===== config.mk =====
export PLATFORM = sky130hd
export DESIGN_NAME = arb_mux_n
export DESIGN_NICKNAME = d
export VERILOG_FILES = /design/src/rtl/arb_mux_n_pkg.sv /design/src/rtl/rr_pick_n.sv /design/src/rtl/arb_mux_n.sv
export SDC_FILE = /design/constraint.sdc
export NUM_CORES = 1
export LEC_CHECK = 0
export BUFFER_PORTS_ARGS = -buffer_cell sky130_fd_sc_hd__buf_4
export CORE_AREA = 10 10 47 49
export CTS_CLUSTER_SIZE = 12
export DETAILED_ROUTE_END_ITERATION = 10
export DIE_AREA = 0 0 57 59
export PLACE_DENSITY = 0.83
export SKIP_CTS_REPAIR_TIMING = 1
export SYNTH_ARGS = -nofsm -noshare
export SYNTH_HDL_FRONTEND = slang
export SYNTH_HIERARCHICAL = 1
export SYNTH_SLANG_ARGS = --single-unit

===== constraint.sdc =====
create_clock -name clk -period 2.7 [get_ports clk]
set_input_delay 0.135 -clock clk [delete_from_list [all_inputs] [get_ports clk]]
set_output_delay 0.135 -clock clk [all_outputs]
set_load 0.02 [all_outputs]

===== src/rtl/arb_mux_n_pkg.sv =====
// rtl/arb_mux_n_pkg.sv - mode constants and elaboration helpers for arb_mux_n
`ifndef ARB_MUX_DEFS
`define ARB_MUX_DEFS
`define ARB_MODE_SEL 0
`define ARB_MODE_RR  1
`endif

package arb_mux_n_pkg;

    localparam int MODE_SEL = `ARB_MODE_SEL;
    localparam int MODE_RR  = `ARB_MODE_RR;

    // Smallest r with 2**r >= n; used to validate the select width.
    function automatic int clog2(input int n);
        int r;
        r = 0;
        while ((1 << r) < n) r++;
        return r;
    endfunction

endpackage


===== src/rtl/rr_pick_n.sv =====
// rtl/rr_pick_n.sv - combinational rotate-priority picker starting after the last grant
module rr_pick_n #(
    parameter int CHANNELS = 4,
    parameter int SEL_W    = 2
) (
    input  logic [CHANNELS-1:0] req,
    input  logic [SEL_W-1:0]    last,
    output logic [SEL_W-1:0]    gnt_idx,
    output logic                gnt_any
);

    always_comb begin
        int idx;
        gnt_idx = '0;
        gnt_any = 1'b0;
        idx     = 0;
        // Offsets 1..CHANNELS put the previous winner last in line.
        for (int i = 1; i <= CHANNELS; i++) begin
            idx = (int'(last) + i) % CHANNELS;
            if (!gnt_any && req[idx]) begin
                gnt_any = 1'b1;
                gnt_idx = SEL_W'(idx);
            end
        end
    end

endmodule


===== src/rtl/arb_mux_n.sv =====
// rtl/arb_mux_n.sv - N-channel registered mux with select or round-robin grant
module arb_mux_n
    import arb_mux_n_pkg::*;
#(
    parameter int WIDTH    = 5,
    parameter int CHANNELS = 4,
    parameter int SEL_W    = 2,
    parameter int MODE     = 0
) (
    input  logic                      clk,
    input  logic                      rst_n,
    input  logic [SEL_W-1:0]          sel,
    input  logic [CHANNELS*WIDTH-1:0] in_data,
    input  logic [CHANNELS-1:0]       in_valid,
    output logic [CHANNELS-1:0]       in_ready,
    output logic [WIDTH-1:0]          out_data,
    output logic [SEL_W-1:0]          out_chan,
    output logic                      out_valid,
    input  logic                      out_ready
);

    logic             can_load;
    logic             gnt_any;
    logic             xfer;
    logic [SEL_W-1:0] gnt;
    logic [WIDTH-1:0] gnt_data;

    generate
        if (CHANNELS < 2 || SEL_W < clog2(CHANNELS)) begin : g_param_check
            $error("arb_mux_n: CHANNELS must be >= 2 and SEL_W >= clog2(CHANNELS)");
        end
    endgenerate

    assign can_load = !out_valid || out_ready;

    generate
        if (MODE == MODE_RR) begin : g_rr
            logic [SEL_W-1:0] last;

            rr_pick_n #(
                .CHANNELS (CHANNELS),
                .SEL_W    (SEL_W)
            ) u_pick (
                .req     (in_valid),
                .last    (last),
                .gnt_idx (gnt),
                .gnt_any (gnt_any)
            );

            // Pointer only advances on a real accept so a stalled winner keeps its turn.
            always_ff @(posedge clk or negedge rst_n) begin
                if (!rst_n) begin
                    last <= SEL_W'(CHANNELS - 1);
                end else if (xfer) begin
                    last <= gnt;
                end
            end
        end else begin : g_sel
            assign gnt     = sel;
            assign gnt_any = (int'(sel) < CHANNELS);
        end
    endgenerate

    always_comb begin
        in_ready = '0;
        gnt_data = '0;
        for (int k = 0; k < CHANNELS; k++) begin
            if (gnt == SEL_W'(k)) begin
                in_ready[k] = rst_n && gnt_any && can_load;
                gnt_data    = in_data[k*WIDTH +: WIDTH];
            end
        end
    end

    assign xfer = |(in_ready & in_valid);

    // A load in the same cycle as a drain replaces the beat without a bubble.
    always_ff @(posedge clk or negedge rst_n) begin
        if (!rst_n) begin
            out_valid <= 1'b0;
            out_data  <= '0;
            out_chan  <= '0;
        end else if (xfer) begin
            out_valid <= 1'b1;
            out_data  <= gnt_data;
            out_chan  <= gnt;
        end else if (out_ready) begin
            out_valid <= 1'b0;
        end
    end

endmodule


==> impl_metrics.yaml, run 1 <==
outcome:
  status: "complete, no violations"
timing:
  setup_ws_ns: 1.28
  drv_slew: 0
  fmax_ghz: 0.702
  fin_crit_sh_pct: 52.8
  max_slew_margin_pct: 79.5
  fin_skew_ns: 0.00200
  timing.setup.tns_ns: 0
  period_needed_ns: 1.42
  grt_setup_unrepaired: "no"
  final_hold_viol_count: 0
  setup_violations: 0
  worst_pin_slew_ns: 0.307
synthesis:
  yosysWarnings: 6
  yosys.area.top_type: "dfrtp_1"
  netlist_top_cells_area: "dfrtp_1 39%, mux4_2 26%, mux2_2 17%"
  avgSynthCellArea_sq_um: 14.0
  ys_top_cells_by_count: "8 x dfrtp_1, 8 x mux2_2, 6 x mux4_2"
  synth_edf_count: 0
  ys_ff_latch: 8
  async_flop_share_pct: 100
  synthesis.nets: 66
  synth_cells: 37
  synth-seq-area-share_pct: 38.6
  synth_flop_cell: "dfrtp_1"
  syn_area_sq_um: 518
  synth_top_cell_area_share_pct: 38.6
  yosysUniqueCellTypes: 14
power:
  seq_power_share_pct: 36.8
  peakVddDrop_mv: 0.241
  p_leak_uw: 0.000413
  clkPwrFrac_pct: 18.8
  comb_power_share_pct: 44.4
  switching_share_pct: 31.5
  p_per_area_mw_per_mm2: 526
  p_switching_uw: 142
  internal_power_uw: 310
grt:
  antenna_found_initial: 0
  grt_usage_pct: 9.53
  grt_pass1_wl_mm: 2.57
  grt_pass1_vias: 518
  grt_max_degree: 14
  gr-total-overflow: 0
placement:
  dpl_cell_area_sq_um: 826
  hpwlAfterDp_mm: 1.43
  gp_congestion: 0.680
  dp_slack_ns: 1.18
  portBuffers: 40
  dp_cells: 91
floorplan:
  initial_core_util_pct: 37.0
  io_pins: 41
  coreArea_sq_mm: 0.00140
  die_y_um: 59
  die_x_um: 57
  num_rows: 14
  fp.dieArea_sq_mm: 0.00336
worst_setup_path:
  worstPathRequired_ns: 2.57
  path_buf_inv: 3
  rr_startpoint: "out_valid"
  worst_path_most_repeated_cell: "buf_4"
  arrival_ns: 1.29
  crit_family: "buffers and inverters"
  path_cells: "dlygate4sd3_1 -> buf_4 -> nand2_1 -> nor3_1 -> buf_4"
  max_stage_delay_ns: 0.53
  crit_type: "input pin to primary output"
  crit_path_max_fanout: 13
  cpMaxStageDelayCell: "dlygate4sd3_1"
  crit_start: "rst_n"
  crit_path_start_kind: "input pin"
  cp-end-kind: "primary output"
clock_network:
  h-tree-depth: 1
  numCtsBuffers: 3
  clk_latency_ns: 0.24
  cts_root_buf: "clkbuf_4"
  clock-sinks: 8
  clk_path_buf_depth: 2
  cts.clk_slew.worst_paths_ns: 0.05
  cts_tree: "done"
hold_path:
  hp-start: "sel[1]"
  hp-class: "input pin to register"
detailed_routing:
  drt_iter0_markers: 2
  wirelength_mm: 1.66
  vias_per_cell: 5.04
  via_count: 479
  first_pass_iters: 2
  wl_per_cell_um: 17.5
  ant_nets: 0
  drc: 0
final_layout:
  num_antenna_cells: 0
  stdcell_count: 95
  drive_gt1_share_pct: 74.7
  fin_nets: 110
  final_area_sq_um: 858
  area_delta_synth_final_pct: 65.7
job:
  maxCapViolCount: 0
==> final cells by class <==
class / count / area (sq um)
fillers: 129 / 543
repair buffers: 41 / 310
multi-input cells: 26 / 302
flip-flops and latches: 8 / 200
clock buffers: 3 / 22.5
well taps: 16 / 20.0
inverters: 1 / 3.75
==> through the flow <==
stage / power, uW / hold WS [ns] / util (%)
after global routing: 482 / 0.239 / 61.3
after floorplan: 270 / -0.161 / -
after CTS: 459 / -0.278 / 60.5
final: 452 / 0.230 / 61.3
after detailed placement: 372 / -0.0161 / 58.9
after global placement: 364 / -0.0167 / 58.9
==> flip-flops by register name, summed over array words and instances (netlist names) <==
register   flops
out_chan       2
out_data       5
out_valid      1
==> worst reg2reg max path, stage by stage (launching register included) <==
cell	delay (ns)
dfrtp_1	0.37
nand2b_1	0.24
nand3_4	0.18
mux2_2	0.31
==> cell families after synthesis <==
family / after synthesis / share of synthesized area (%)
DFF: 8 / 38.6
and+or+nand+nor: 10 / 11.4
buffers and inverters: 3 / 3.14
AOI/OAI and AO/OA: 2 / 3.38
muxes: 14 / 43.5
==> power groups by stage <==
stage	sequential (uW)	combinational [uW]	clock [uW]
after floorplan	203	66.6	0
after global placement	166	198	0
after detailed placement	168	203	0
after CTS	167	203	88.8
after global routing	171	215	95.6
final	166	201	84.8
==> placed cells by master (no fill, tap or decap), drive strengths merged <==
cell type,n
dlygate4sd3,1
a22o,1
clkbuf,3
buf,40
nor2,2
inv,1
nand2,2
dfrtp,8
a31o,1
nand3,3
nand2b,1
mux4,6
mux2,8
nor3,2
==> per-layer routing <==
| metal | track usage, % | routed length, um | vias up | share of wire, % |
|---|---|---|---|---|
| li1 | - | - | 229 | - |
| met1 | 10.4 | 589 | 227 | 35 |
| met2 | 16.4 | 932 | 21 | 56 |
| met3 | 3.22 | 111 | 2 | 6.7 |
| met4 | 4.03 | 26 | 0 | 1.6 |
| met5 | 0 | 0 | - | 0 |
==> final timing paths <==
| path | depth (start not counted) | slack (ns) | end |
|---|---|---|---|
| hold / removal | 2 | 0.23 | out_chan[1] |
| setup reg to reg | 3 | 1.49 | out_data[4] |
| min in group asynchronous | 2 | 0.29 | out_data[0] |
| hold reg to reg | 1 | 0.50 | out_data[3] |
| max in group asynchronous | 2 | 2.25 | out_chan[1] |
| setup / recovery | 5 | 1.28 | in_ready[1] |
(Power assumes the default switching activity.)
==> run 2, diff against run 1 <==
--- a/config.mk
+++ b/config.mk
@@ -6,11 +6,11 @@
 export NUM_CORES = 1
 export LEC_CHECK = 0
 export BUFFER_PORTS_ARGS = -buffer_cell sky130_fd_sc_hd__buf_4
-export CORE_AREA = 10 10 47 49
+export CORE_MARGIN = 10
+export CORE_UTILIZATION = 33
 export CTS_CLUSTER_SIZE = 12
 export DETAILED_ROUTE_END_ITERATION = 10
-export DIE_AREA = 0 0 57 59
-export PLACE_DENSITY = 0.83
+export PLACE_DENSITY = 0.76
 export SKIP_CTS_REPAIR_TIMING = 1
 export SYNTH_ARGS = -nofsm -noshare
 export SYNTH_HDL_FRONTEND = slang
==> constraint.sdc (replaced) <==
create_clock -name clk -period 1.3 [get_ports clk]
set_input_delay 0.065 -clock clk [delete_from_list [all_inputs] [get_ports clk]]
set_output_delay 0.065 -clock clk [all_outputs]
set_load 0.02 [all_outputs]
==> impl_metrics.yaml, run 2 (same netlist as run 1, synthesis figures left out) <==
final_layout:
  final_common_cell: "buf_4"
  final_area_sq_um: 898
  fill_cells: 133
  largest_reg_flops: 5
  multiInputGateArea_sq_um: 319
  largest_register: "out_data"
  fin_nets: 113
  num_antenna_cells: 0
  area_delta_synth_final_pct: 73.4
  layout_common_cells: "43 x buf_4, 8 x mux2_2, 8 x dfrtp_1, 6 x mux4_2, 3 x clkbuf_4"
  largest_registers: "out_data x5, out_chan x2, out_valid x1"
  seqCellArea_sq_um: 200
  drive_gt1_share_pct: 79.3
clock_network:
  numCtsBuffers: 3
  clk_path_buf_depth: 2
  cts_root_buf: "clkbuf_4"
  cts.clk_slew.worst_paths_ns: 0.05
  clk_latency_ns: 0.25
  cts_tree: "done"
  h-tree-depth: 1
  clock-sinks: 8
worst_setup_path:
  crit_path_start_kind: "register"
  worstPathRequired_ns: 1.24
  r2r_slack_ns: 0.21
  rr_endpoint: "out_chan[0]"
  crit_type: "register to primary output"
  cp-end-kind: "primary output"
  rr_startpoint: "out_valid"
  crit_path_max_fanout: 6
  arrival_ns: 1.16
  ff2ff_path_depth: 3
floorplan:
  initial_core_util_pct: 34.8
  fp.dieArea_sq_mm: 0.00355
  num_rows: 14
  coreArea_sq_mm: 0.00149
  die_y_um: 59.6
  io_pins: 41
  die_x_um: 59.6
power:
  internal_power_uw: 652
  p_switching_uw: 304
  seq_power_share_pct: 36.1
  p_leak_uw: 0.000435
  switching_share_pct: 31.8
  comb_power_share_pct: 45.2
  clkPwrFrac_pct: 18.7
  total_power_uw: 957
  peakVddDrop_mv: 0.490
  p_per_area_mw_per_mm2: 1060
detailed_routing:
  drc: 0
  vias_per_cell: 5.20
  drt_iter0_markers: 6
  wl_per_cell_um: 17.4
  ant_nets: 0
  wirelength_mm: 1.71
  via_count: 510
  first_pass_iters: 2
placement:
  hpwlAfterDp_mm: 1.47
  portBuffers: 40
  dpl_cell_area_sq_um: 848
  dp_slack_ns: 0.00118
  gp_congestion: 0.736
hold_path:
  hp-class: "input pin to register"
  holdPathEnd: "out_valid"
  hold_depth: 3
  hp-start: "out_ready"
grt:
  grt_usage_pct: 9.72
  grt_max_degree: 14
  grt_pass1_vias: 561
  antenna_found_initial: 0
  grt_pass1_wl_mm: 2.58
  gr-total-overflow: 0
timing:
  max_slew_margin_pct: 76.5
  setup_violations: 0
  fin_skew_ns: 0.00469
  timing.setup.tns_ns: 0
  setup_ws_ns: 0.0762
  fmax_ghz: 0.817
  final_hold_viol_count: 0
  holdWs_ns: 0.142
  period_needed_ns: 1.22
  drv_slew: 0
  grt_setup_unrepaired: "no"
  worst_pin_slew_ns: 0.351
  fin_crit_sh_pct: 94.1
outcome:
  status: "complete, no violations"
job:
  maxCapViolCount: 0
==> run 2: cell count changes in the layout (fill, tap and decap cells not counted) <==
cell,previous run,this run
nand2b_4,0,1
nor3_1,2,0
nor3_2,0,2
nand2b_1,1,0
buf_4,40,43
==> run 2: worst max-delay path by stage <==
| stage | start | end | slack, ns | depth (start not counted) |
|---|---|---|---|---|
| global placement | sel[0] | out_data[2] | 0.02 | 4 |
| floorplan | out_valid | in_ready[0] | 0.02 | 3 |
| CTS | out_valid | in_ready[1] | -0.10 | 4 |
| finish | out_valid | in_ready[1] | 0.08 | 4 |
| detailed placement | sel[0] | out_data[3] | 0.001 | 4 |
| global route | out_valid | in_ready[0] | 0.002 | 4 |
==> run 2: through the flow <==
step | utilization (%) | cells
CTS | 58.5 | 97
floorplan | - | 37
global route | 60.3 | 98
finish | 60.3 | 98
detailed placement | 57.0 | 94
global placement | 57.0 | 94
==> run 2: area by class of cell <==
cell class,instances,area share (%)
clock buffer,3,2.51
inverter,1,0.418
multi-input combinational,26,35.5
sequential,8,22.3
tap,16,2.23
timing repair buffer,44,37.0
==> run 2: power groups by stage <==
stage	Combinational (uW)	Sequential, uW	Clock (uW)
2_1_floorplan	138	422	0
3_3_place_gp	421	346	0
3_5_place_dp	429	348	0
4_1_cts	430	344	190
5_1_grt	466	353	202
6_report	433	345	179
==> run 2: routing by layer <==
layer	wire, um	track usage [%]	vias to the layer above
met1	686	10.1	238
met2	701	14.0	33
met3	306	7.51	2
met5	0	0	-
met4	14	4.81	0
li1	-	-	237
==> run 2: critical path, cell delays in order, from the launching register on <==
cell,delay (ns)
dfrtp_1,0.40
nand2b_4,0.13
nand2_1,0.10
nor3_2,0.12
buf_4,0.17
